===== config.mk =====
export PLATFORM = sky130hd
export DESIGN_NAME = mem_port_arbiter
export DESIGN_NICKNAME = d
export VERILOG_FILES = /design/src/rtl/mem_arb_pkg.sv /design/src/rtl/mem_arb_grant.sv /design/src/rtl/mem_port_arbiter.sv
export SDC_FILE = /design/constraint.sdc
export NUM_CORES = 1
export LEC_CHECK = 0
export ABC_AREA = 1
export BUFFER_PORTS_ARGS = -buffer_cell sky130_fd_sc_hd__buf_2
export CAP_MARGIN = 20
export CELL_PAD_IN_SITES_DETAIL_PLACEMENT = 1
export CELL_PAD_IN_SITES_GLOBAL_PLACEMENT = 1
export CORE_AREA = 2 2 50 52
export CTS_BUF_LIST = sky130_fd_sc_hd__clkbuf_8
export DETAILED_ROUTE_END_ITERATION = 16
export DIE_AREA = 0 0 52 54
export PLACE_DENSITY = 0.87
export SYNTH_ARGS = -nofsm -noshare
export SYNTH_HDL_FRONTEND = slang
export SYNTH_SLANG_ARGS = --single-unit

===== constraint.sdc =====
create_clock -name clk -period 1.5 [get_ports clk]
set_input_delay 0.15 -clock clk [delete_from_list [all_inputs] [get_ports clk]]
set_output_delay 0.15 -clock clk [all_outputs]
set_load 0.01 [all_outputs]

===== src/rtl/mem_arb_pkg.sv =====
`default_nettype none
// ============================================================================
// Module   : mem_arb_pkg
// Purpose  : Shared types and default sizing for the memory port arbiter.
// Revision : 1.0 - initial release
// ============================================================================
package mem_arb_pkg;

    typedef enum logic [1:0] {
        OWN_NONE = 2'd0,
        OWN0     = 2'd1,
        OWN1     = 2'd2
    } owner_e;

    localparam int unsigned DEF_M         = 3;
    localparam int unsigned DEF_N         = 4;
    localparam int unsigned DEF_MAX_BURST = 4;

endpackage
`default_nettype wire


===== src/rtl/mem_arb_grant.sv =====
`default_nettype none
// ============================================================================
// Module   : mem_arb_grant
// Purpose  : Combinational grant pick plus next owner / burst count / rr pointer.
// Revision : 1.0 - initial release
// ============================================================================
module mem_arb_grant
    import mem_arb_pkg::*;
#(
    parameter int unsigned MAX_BURST = DEF_MAX_BURST,
    parameter int unsigned CW        = $clog2(MAX_BURST) + 1
) (
    input  logic [1:0]    req_i,
    input  logic [1:0]    owner_i,
    input  logic [CW-1:0] cnt_i,
    input  logic          rr_i,
    output logic [1:0]    gnt_o,
    output logic [1:0]    owner_o,
    output logic [CW-1:0] cnt_o,
    output logic          rr_o
);

    logic          own_valid;
    logic          own_idx;
    logic          under_limit;
    logic [CW-1:0] cnt_inc;
    logic          sel_valid;
    logic          sel_idx;
    logic [CW-1:0] sel_cnt;

    assign own_valid   = (owner_i != OWN_NONE);
    assign own_idx     = (owner_i == OWN1);
    assign under_limit = (cnt_i < CW'(MAX_BURST));
    assign cnt_inc     = under_limit ? (cnt_i + CW'(1)) : CW'(MAX_BURST);

    always_comb begin
        sel_valid = 1'b0;
        sel_idx   = 1'b0;
        sel_cnt   = '0;
        // The owner keeps the port unless the other side waits and the burst is spent.
        if (own_valid && req_i[own_idx] && (!req_i[~own_idx] || under_limit)) begin
            sel_valid = 1'b1;
            sel_idx   = own_idx;
            sel_cnt   = cnt_inc;
        end else if (req_i == 2'b01 || req_i == 2'b10) begin
            sel_valid = 1'b1;
            sel_idx   = req_i[1];
            sel_cnt   = CW'(1);
        end else if (req_i == 2'b11) begin
            sel_valid = 1'b1;
            sel_idx   = ~rr_i;
            sel_cnt   = CW'(1);
        end
    end

    always_comb begin
        gnt_o   = '0;
        owner_o = OWN_NONE;
        cnt_o   = '0;
        rr_o    = rr_i;
        if (sel_valid) begin
            gnt_o[sel_idx] = 1'b1;
            owner_o        = sel_idx ? OWN1 : OWN0;
            cnt_o          = sel_cnt;
            rr_o           = sel_idx;
        end
    end

endmodule
`default_nettype wire


===== src/rtl/mem_port_arbiter.sv =====
`default_nettype none
// ============================================================================
// Module   : mem_port_arbiter
// Purpose  : Round-robin, burst-bounded sharing of a single-port memory by two
//            requesters, with address/data steering and per-requester rvalid.
// Revision : 1.0 - initial release
// ============================================================================
module mem_port_arbiter
    import mem_arb_pkg::*;
#(
    parameter int unsigned M         = DEF_M,
    parameter int unsigned N         = DEF_N,
    parameter int unsigned MAX_BURST = DEF_MAX_BURST
) (
    input  logic           clk,
    input  logic           rst_n,
    input  logic [1:0]     req,
    input  logic [1:0]     we,
    input  logic [2*M-1:0] addr,
    input  logic [2*N-1:0] wdata,
    output logic [1:0]     gnt,
    output logic [1:0]     rvalid,
    output logic [N-1:0]   rdata,
    output logic [M-1:0]   mem_addr,
    output logic           mem_wr_enb,
    output logic [N-1:0]   mem_wr_data,
    input  logic [N-1:0]   mem_rd_data
);

    localparam int unsigned CW = $clog2(MAX_BURST) + 1;

    logic [1:0]    owner_q, owner_d;
    logic [CW-1:0] cnt_q, cnt_d;
    logic          rr_q, rr_d;
    logic [1:0]    rvalid_q, rvalid_d;
    logic [1:0]    gnt_raw;

    mem_arb_grant #(
        .MAX_BURST (MAX_BURST),
        .CW        (CW)
    ) u_grant (
        .req_i   (req),
        .owner_i (owner_q),
        .cnt_i   (cnt_q),
        .rr_i    (rr_q),
        .gnt_o   (gnt_raw),
        .owner_o (owner_d),
        .cnt_o   (cnt_d),
        .rr_o    (rr_d)
    );

    // Reset blocks the port combinationally so nothing reaches the memory while held.
    assign gnt      = rst_n ? gnt_raw : 2'b00;
    assign rvalid_d = gnt & ~we;

    always_ff @(posedge clk) begin
        if (!rst_n) begin
            owner_q  <= OWN_NONE;
            cnt_q    <= '0;
            rr_q     <= 1'b1;
            rvalid_q <= 2'b00;
        end else begin
            owner_q  <= owner_d;
            cnt_q    <= cnt_d;
            rr_q     <= rr_d;
            rvalid_q <= rvalid_d;
        end
    end

    always_comb begin
        mem_addr    = '0;
        mem_wr_data = '0;
        mem_wr_enb  = 1'b0;
        if (gnt[0]) begin
            mem_addr    = addr[0 +: M];
            mem_wr_data = wdata[0 +: N];
            mem_wr_enb  = we[0];
        end else if (gnt[1]) begin
            mem_addr    = addr[M +: M];
            mem_wr_data = wdata[N +: N];
            mem_wr_enb  = we[1];
        end
    end

    assign rvalid = rvalid_q;
    assign rdata  = mem_rd_data;

endmodule
`default_nettype wire


After elaboration in Yosys (flattened, before gate mapping)
Cells that the tools add are included.
- memories: 0
- logic and storage cells: 51
- bits in latches: 0
- register bits after elaboration: 8
- bits in writable memories: 0
- output and inout bits: 16
- input bits: 24
- ROM bits: 0
- eq/ne operators: 4
- shifts and indexed selects: 0
- reduce and logical (&&, ||, !) cells: 8
- magnitude comparators: 5
- add/subtract/negate cells: 1
- multiplexer cells: 25
- multipliers: 0
- divide/modulo/power cells: 0
- bitwise logic cells: 4
- operator list (operator ; number):
    3-bit two-way mux ; 5
    1-bit two-way mux ; 14
    4-bit two-way mux ; 2
    2-bit equality test, second input constant ; 3
    1-bit by 2-bit less-than comparator with 1-bit output, second input constant ; 3
    2-bit two-way mux ; 3
    3-bit by 1-bit adder with 3-bit output, second input constant ; 1
    1-bit logical AND ; 3
    3-bit less-than comparator, second input constant ; 1
    2-bit AND ; 1
    2-bit by 1-bit equality test with 1-bit output, second input constant ; 1
    1-bit logical OR ; 2
    1-bit inverter ; 2
    2-bit inverter ; 1
    2-bit AND reduction ; 1
    2-bit nonzero test ; 1
    1-bit demux with 1-bit select ; 1
    1-bit greater-or-equal comparator, second input constant ; 1
    1-bit logical NOT ; 1

Longest topological paths before layout
Gate-level depths: netlist (run 1).
- word-level depth: 16
- depth in mapped cells: 9
- gate-level depth less buffers: 9

Hierarchy
Synthesis (run 1) repeated with hierarchy kept, for this count alone.
- cell total of the unflattened synthesis: 96
- area total of the unflattened synthesis: 618.1 um^2
- by module, submodules not included (module ; cells each ; sequential area each (um^2) ; times used ; area an instance (um^2)):
    mem_port_arbiter ; 58 ; 160.2 ; 1 ; 400.4
    mem_arb_grant ; 38 ; 0.0 ; 1 ; 217.7

Worst setup path after synthesis (run 1)
Ideal clock, no wire load.
- path type: input-to-output
- start point: in req[1]
- end point: out mem_addr[0]
- stages on the path: 8
- buffers on the path: 0
- required time: 1.350 ns
- setup slack: 0.227 ns
- arrival time: 1.123 ns
- path through: inv_1 > ha_1 > inv_1 > o21ai_1 > inv_1 > nand2_2 > nand4_1 > nand2_1
- cells in the longest elaborated chain, start to end: 14
- elaborated cells between the ends (all ways): 27
- classes of those cells: order compare: 2; eq/ne: 3; mux: 16; reduce/logical: 6
- RTL lines (what ; line ; RTL):
    from (decl) ; mem_port_arbiter.sv:17 ; input logic [1:0] req,
    1-bit two-way mux (not written as such) (2 in a row) ; mem_arb_grant.sv:41 ; if (own_valid && req_i[own_idx] && (!req_i[~own_idx] || under_limit)) begin
    1-bit logical NOT ; mem_arb_grant.sv:41 ;
    1-bit logical OR ; mem_arb_grant.sv:41 ;
    1-bit logical AND ; mem_arb_grant.sv:41 ;
    1-bit two-way mux ; mem_arb_grant.sv:41 ;
    1-bit by 2-bit less-than comparator with 1-bit output (not written as such) or 1-bit greater-or-equal comparator (tied branches) ; mem_arb_grant.sv:62 ; gnt_o[sel_idx] = 1'b1;
    1-bit logical AND (not written as such) ; mem_arb_grant.sv:62 ;
    1-bit two-way mux (not written as such) ; mem_arb_grant.sv:62 ;
    1-bit demux with 1-bit select ; n/a ;
    2-bit two-way mux (*) ; mem_arb_grant.sv:61 ; if (sel_valid) begin
    2-bit two-way mux (*) ; mem_port_arbiter.sv:53 ; assign gnt = rst_n ? gnt_raw : 2'b00;
    3-bit two-way mux ; mem_port_arbiter.sv:78 ; end else if (gnt[1]) begin
    3-bit two-way mux (*) ; mem_port_arbiter.sv:74 ; if (gnt[0]) begin
    to (decl) ; mem_port_arbiter.sv:24 ; output logic [M-1:0] mem_addr,
Every way passes the cells marked *; elsewhere a longest branch is shown, timed or not. The select of a mux whose other input is x is not followed.

Worst setup path in the final report (run 1)
- start point: reg cnt_q[2]
- end point: out mem_wr_data[0]
- cells in the longest elaborated chain, start to end: 12
- elaborated cells between the ends (all ways): 14
- classes of those cells: order compare: 3; mux: 8; reduce/logical: 3
- RTL lines (what ; line ; RTL):
    from (decl) ; mem_port_arbiter.sv:33 ; logic [CW-1:0] cnt_q, cnt_d;
    from (signal assigned) ; mem_port_arbiter.sv:64 ; cnt_q <= cnt_d;
    3-bit less-than comparator (*) ; mem_arb_grant.sv:33 ; assign under_limit = (cnt_i < CW'(MAX_BURST));
    1-bit logical OR (*) ; mem_arb_grant.sv:41 ;
    1-bit logical AND (*) ; mem_arb_grant.sv:41 ;
    1-bit two-way mux ; mem_arb_grant.sv:41 ;
    1-bit by 2-bit less-than comparator with 1-bit output (not written as such) or 1-bit greater-or-equal comparator (tied branches) ; mem_arb_grant.sv:62 ;
    1-bit logical AND (not written as such) ; mem_arb_grant.sv:62 ;
    1-bit two-way mux (not written as such) ; mem_arb_grant.sv:62 ;
    1-bit demux with 1-bit select ; n/a ;
    2-bit two-way mux (*) ; mem_arb_grant.sv:61 ;
    2-bit two-way mux (*) ; mem_port_arbiter.sv:53 ;
    4-bit two-way mux ; mem_port_arbiter.sv:78 ;
    4-bit two-way mux (*) ; mem_port_arbiter.sv:74 ;
    to (decl) ; mem_port_arbiter.sv:26 ; output logic [N-1:0] mem_wr_data,
Every way passes the cells marked *; elsewhere a longest branch is shown, timed or not.

==> metrics.cfg, run 1 <==
[clocking]
cts_root_buf = clkbuf_8
cts_max_path_buffers = 2
cts_hold_buf = 0
htreeDepth = 1
clk_latency_ns = 0.22
clk_pin_slew_ns = 0.04
cts_buffers = 3
cts_tree = yes
clock-sinks = 8

[status]
violations = setup timing
status = finished, violations left

[grt]
antenna_found_initial = 0
grt_pass1_wl_um = 3240
overflow = 0
grt_pass1_vias = 735
grt.total_usage_pct = 15.7
grt_max_degree = 20

[synth]
postSynthCellCount = 85
synth_top_area_share_pct = 27.7
synth_edf_count = 0
synth_seq_cells = 8
netlist_top_cells_area = dfxtp_1 28%, nand4_1 17%, nand2_1 10%
yosys.area_share.xor_xnor_pct = 0
synthAdderAreaFrac_pct = 6.49
avgSynthCellArea_um2 = 6.80
ys_types = 19
yosys.area_share.simple_pct = 44.4
ys.flop_type = dfxtp_1
synthTopCellsByCount = 16 x nand2_1, 16 x nand4_1, 14 x inv_1
yosys.area.top_type = dfxtp_1
ys_async_sr_fraction_pct = 0
syn-num-nets = 112
synth_compound_area_share_pct = 5.63
yosysSeqAreaShare_pct = 27.7
synth_top_family_by_area = simple AND/OR/NAND/NOR gates
syn_area_um2 = 578
muxShareOfSynthArea_pct = 0
ys_warn_count = 0

[job]
drv_cap = 0

[timing]
rsz0062_at_grt = yes
hold_violations = 0
slew_violations = 0
slew_headroom_pct = 84.2
setup_viol = 7
max_freq_mhz = 661
period_minus_slack_ns = 1.51
setup_ws_ns = -0.0122
tightestPinTransition_ns = 0.234
clock_skew_ns = 0.000259
finalCritPeriodShare_pct = 101

[min_path]
hold_class = primary input to flop

[route]
antenna_left = 0
vias = 735
post-route-drc-count = 0
wl_per_cell_um = 13.7
routed_wl_um = 2170
drtPass1Iterations = 4
vias_per_cell = 4.65
drtIter0Drc = 3

[power_and_ir_drop]
vdd_drop_max_v = 0.000386
power_density_nw_per_um2 = 837
p_leak_nw = 0.557

[final_layout]
fillers = 300
nets = 157
n_antenna_cell = 0
area_growth_pct = 69.9
drive_gt1_share_pct = 55.5
final_cell_area_um2 = 982

[place]
place.gp.congestion = 0.829
placed_cell_area_um2 = 796
pre_cts_ws_ns = -0.0459
portBuffers = 31
hpwlAfterDp_um = 1520

[floorplan]
start_util_pct = 24.9
num_io_pins = 40
die_h_um = 54
num_rows = 18
dieArea_um2 = 2810
die_w_um = 52
core_area_um2 = 2320

[worst_setup_path]
worstPathArrival_ns = 1.36
worst_ep_required_time_ns = 1.35
cp-end-kind = primary output
crit_path_start_kind = flop
critPathMaxFanout = 8
worstSetupPathType = flop to primary output

==> worst paths after layout <==
check	depth (start not counted)	startpoint	slack (ns)	endpoint
max	7	cnt_q[2]	-0.01	mem_wr_data[0]
min	2	we[0]	0.11	rvalid[0]
max reg2reg	10	owner_q[0]	0.28	owner_q[0]
min reg2reg	2	rr_q	0.48	rr_q
==> kinds of logic after synthesis <==
group                    after synthesis
AO/OA/AOI/OAI                          6
adder cells (fa/ha/maj)                3
flip-flops                             8
AND/OR/NAND/NOR                       48
buffers and inverters                 20
==> timing repair <==
item | CTS | global route
cloned | 0 | 1
setup endpoints to repair | 10 | 10
resized for setup | 13 | 11
buffers inserted | 5 | 0
pin swaps | 7 | 7
==> metrics by stage <==
| step | utilization (%) | hold slack, ns | TNS, ns | total power [mW] | cells |
|---|---|---|---|---|---|
| floorplan | - | 0.217 | 0 | 0.394 | 85 |
| global placement | 34.3 | 0.300 | 0 | 0.489 | 149 |
| detailed placement | 34.3 | 0.300 | -0.270 | 0.503 | 149 |
| CTS | 39.9 | 0.108 | -0.0448 | 0.793 | 157 |
| global route | 42.3 | 0.104 | -0.716 | 0.878 | 158 |
| finish | 42.3 | 0.106 | -0.0596 | 0.822 | 158 |
==> sequential cells by signal, indices dropped and copies added, names as in the netlist <==
register and count:
rr_q 1, rvalid 2, owner_q 2, cnt_q 3
==> layer usage <==
layer	wire, µm	part of all wire [%]	track usage (%)
met2	1240	57	31.2
met1	829	38	17.0
met5	0	0	0
met3	93	4.3	3.61
met4	0	0	2.63
==> power by group <==
part | total [mW] | switching [mW] | internal [mW]
Sequential | 0.241 | 0.00994 | 0.231
Combinational | 0.333 | 0.193 | 0.140
Clock | 0.249 | 0.0756 | 0.173
Total | 0.822 | 0.278 | 0.543
==> worst max-delay path, stage by stage (launching register included) <==
cell and delay [ns]:
dfxtp_2 0.31, buf_4 0.14, o21ai_0 0.10, o211ai_1 0.13, buf_4 0.19, nand4_1 0.09, nand2_1 0.05, buf_2 0.13
==> cells in the final DEF, fill, tap and decap left out <==
cell type / Yosys / routed
a21oi_1: 2 / 1
a21oi_4: 0 / 1
buf_2: 1 / 30
buf_4: 4 / 12
buf_6: 0 / 2
clkbuf_8: 0 / 3
dfxtp_1: 8 / 6
dfxtp_2: 0 / 2
ha_1: 3 / 3
inv_1: 14 / 10
inv_2: 1 / 5
nand2_1: 16 / 12
nand2_2: 5 / 5
nand2_4: 1 / 3
nand2_8: 0 / 3
nand3_1: 2 / 1
nand3_2: 1 / 1
nand3_4: 0 / 1
nand4_1: 16 / 16
nor2_1: 3 / 3
nor2_2: 2 / 2
nor3_1: 2 / 2
o211ai_1: 1 / 1
o21ai_0: 2 / 2
o21ai_2: 0 / 1
==> final cells by class <==
cell class	count	area (µm²)	area share (%)
timing repair buffer	44	263	26.8
tap	30	37.5	3.82
multi-input combinational	58	422	42.9
clock buffer	3	41.3	4.20
sequential	8	163	16.6
inverter	15	56.3	5.73
No activity file was read; power rests on OpenSTA's default activity.
==> run 2, diff against run 1 <==
==> constraint.sdc (replaced) <==
create_clock -name clk -period 1.5 [get_ports clk]
set_input_delay 0.15 -clock clk [delete_from_list [all_inputs] [get_ports clk]]
set_output_delay 0.15 -clock clk [all_outputs]
set_load 0.1 [all_outputs]
==> run 2 against run 1 <==
  * Sequential share of layout area shrank 3.0 points
  * Largest cell class unchanged
  * Count of clock-buffer cells in the layout is the same
  * First-iteration DRC count increased to 3.0 times the previous value
  * Total power is 51% higher
  * The run still ends with setup timing left
  * Combinational power is 120% higher
  * Via count rose by 7.1%
  * Setup slack got worse by 0.19 ns
==> metrics.cfg, run 2 (synthesized netlist as in run 1, its figures left out) <==
[clocking]
cts_max_path_buffers = 2
cts_hold_buf = 0
clk_latency_ns = 0.23
cts_tree = yes
cts_buffers = 3
clk_pin_slew_ns = 0.05
clock-sinks = 8
htreeDepth = 1
cts_root_buf = clkbuf_8

[final_layout]
top_register = cnt_q
drive_gt1_share_pct = 63.4
final_common_cell = buf_2
final_cell_area_um2 = 1200
largest_reg_flops = 3
layout_common_cells = 21 x buf_2, 16 x nand4_1, 13 x buf_4
fin_util_pct = 51.7
n_antenna_cell = 0
nets = 160
area_growth_pct = 108

[worst_setup_path]
cp-end-kind = primary output
reg2reg_depth = 8
crit_path_start_kind = flop
worstPathArrival_ns = 1.55
critPathMaxFanout = 8
crit_buf_inv = 5
cp_top_family = buffers and inverters
worstSetupPathType = flop to primary output
critPathMaxStageDelay_ns = 0.34
worstPathCellList = inv_2 -> nand2_2 -> buf_6 -> inv_2 -> o211ai_1 -> buf_4 -> nand4_1 -> nand2_4 -> buf_12
r2r_end = cnt_q[0]
slowest_stage = dfxtp_2
reg2reg_from = owner_q[0]
reg2reg_slack_ns = 0.19
worst_ep_required_time_ns = 1.35
cpMostUsedCell = inv_2

[floorplan]
start_util_pct = 24.9
die_h_um = 54
dieArea_um2 = 2810
num_rows = 18
core_area_um2 = 2320
die_w_um = 52
num_io_pins = 40

[timing]
setup_viol = 10
slew_headroom_pct = 67.2
max_freq_mhz = 587
slew_violations = 0
finalCritPeriodShare_pct = 114
final.setup.tns_ns = -1.76
tightestPinTransition_ns = 0.495
rsz0062_at_grt = yes
period_minus_slack_ns = 1.70
clock_skew_ns = 0.00558
setup_ws_ns = -0.203
hold_violations = 0

[power_and_ir_drop]
p_leak_nw = 0.591
vdd_drop_max_v = 0.000528
total_power_mw = 1.24
power_density_nw_per_um2 = 1040

[route]
drtPass1Iterations = 4
vias_per_cell = 4.89
antenna_left = 0
drtIter0Drc = 9
wl_per_cell_um = 15.3
post-route-drc-count = 0
vias = 787
routed_wl_um = 2470

[min_path]
hold_end = rvalid[1]
min_delay_path_depth = 2
hold_start = we[1]
hold_class = primary input to flop

[grt]
grt_max_degree = 19
overflow = 0
grt_pass1_wl_um = 3790
grt_pass1_vias = 802
antenna_found_initial = 0
grt.total_usage_pct = 18.8

[status]
status = finished, violations left
violations = setup timing

[job]
drv_cap = 0

[place]
place.gp.congestion = 0.846
placed_cell_area_um2 = 1050
portBuffers = 31
hpwlAfterDp_um = 1650
pre_cts_ws_ns = -0.161

-- run 2: area by class of cell --
| type | instances | area [µm²] |
|---|---|---|
| well taps | 30 | 37.5 |
| fillers | 280 | 1120 |
| repair buffers | 46 | 434 |
| flip-flops and latches | 8 | 163 |
| clock buffers | 3 | 41.3 |
| multi-input cells | 59 | 460 |
| inverters | 15 | 63.8 |
-- run 2: routing by layer --
metal	track usage [%]	up-vias	share of wire (%)
li1	-	379	-
met1	21.6	380	37
met2	33.1	24	56
met3	5.00	4	5.5
met4	7.46	0	1.5
met5	0	-	0
-- run 2: timing repair --
action / CTS / global route
gates cloned: 2 / 0
endpoints found under the setup margin: 10 / 10
pin swaps: 19 / 6
gates resized for setup: 17 / 2
buffers inserted: 2 / 2
-- run 2: report_power, final --
group	internal [mW]	total (mW)	switching (mW)
Sequential	0.230	0.239	0.00927
Combinational	0.260	0.734	0.474
Clock	0.175	0.271	0.0960
-- run 2: metrics by stage --
step                hold slack (ns)  instances
floorplan                     0.217         85
global placement              0.301        152
detailed placement            0.301        152
CTS                          0.0904        159
global route                 0.0935        161
finish                       0.0906        161
-- run 2: worst max path at each step --
stage               start             end  slack, ns  depth (start not counted)
2_1_floorplan      req[0]     mem_addr[0]      -0.06                          6
3_3_place_gp       req[0]  mem_wr_data[0]      -0.09                         11
3_5_place_dp       req[0]      mem_wr_enb      -0.16                         11
4_1_cts        owner_q[0]      mem_wr_enb      -0.20                          9
5_1_grt        owner_q[0]      mem_wr_enb      -0.28                          9
6_report       owner_q[0]     mem_addr[1]      -0.20                          9
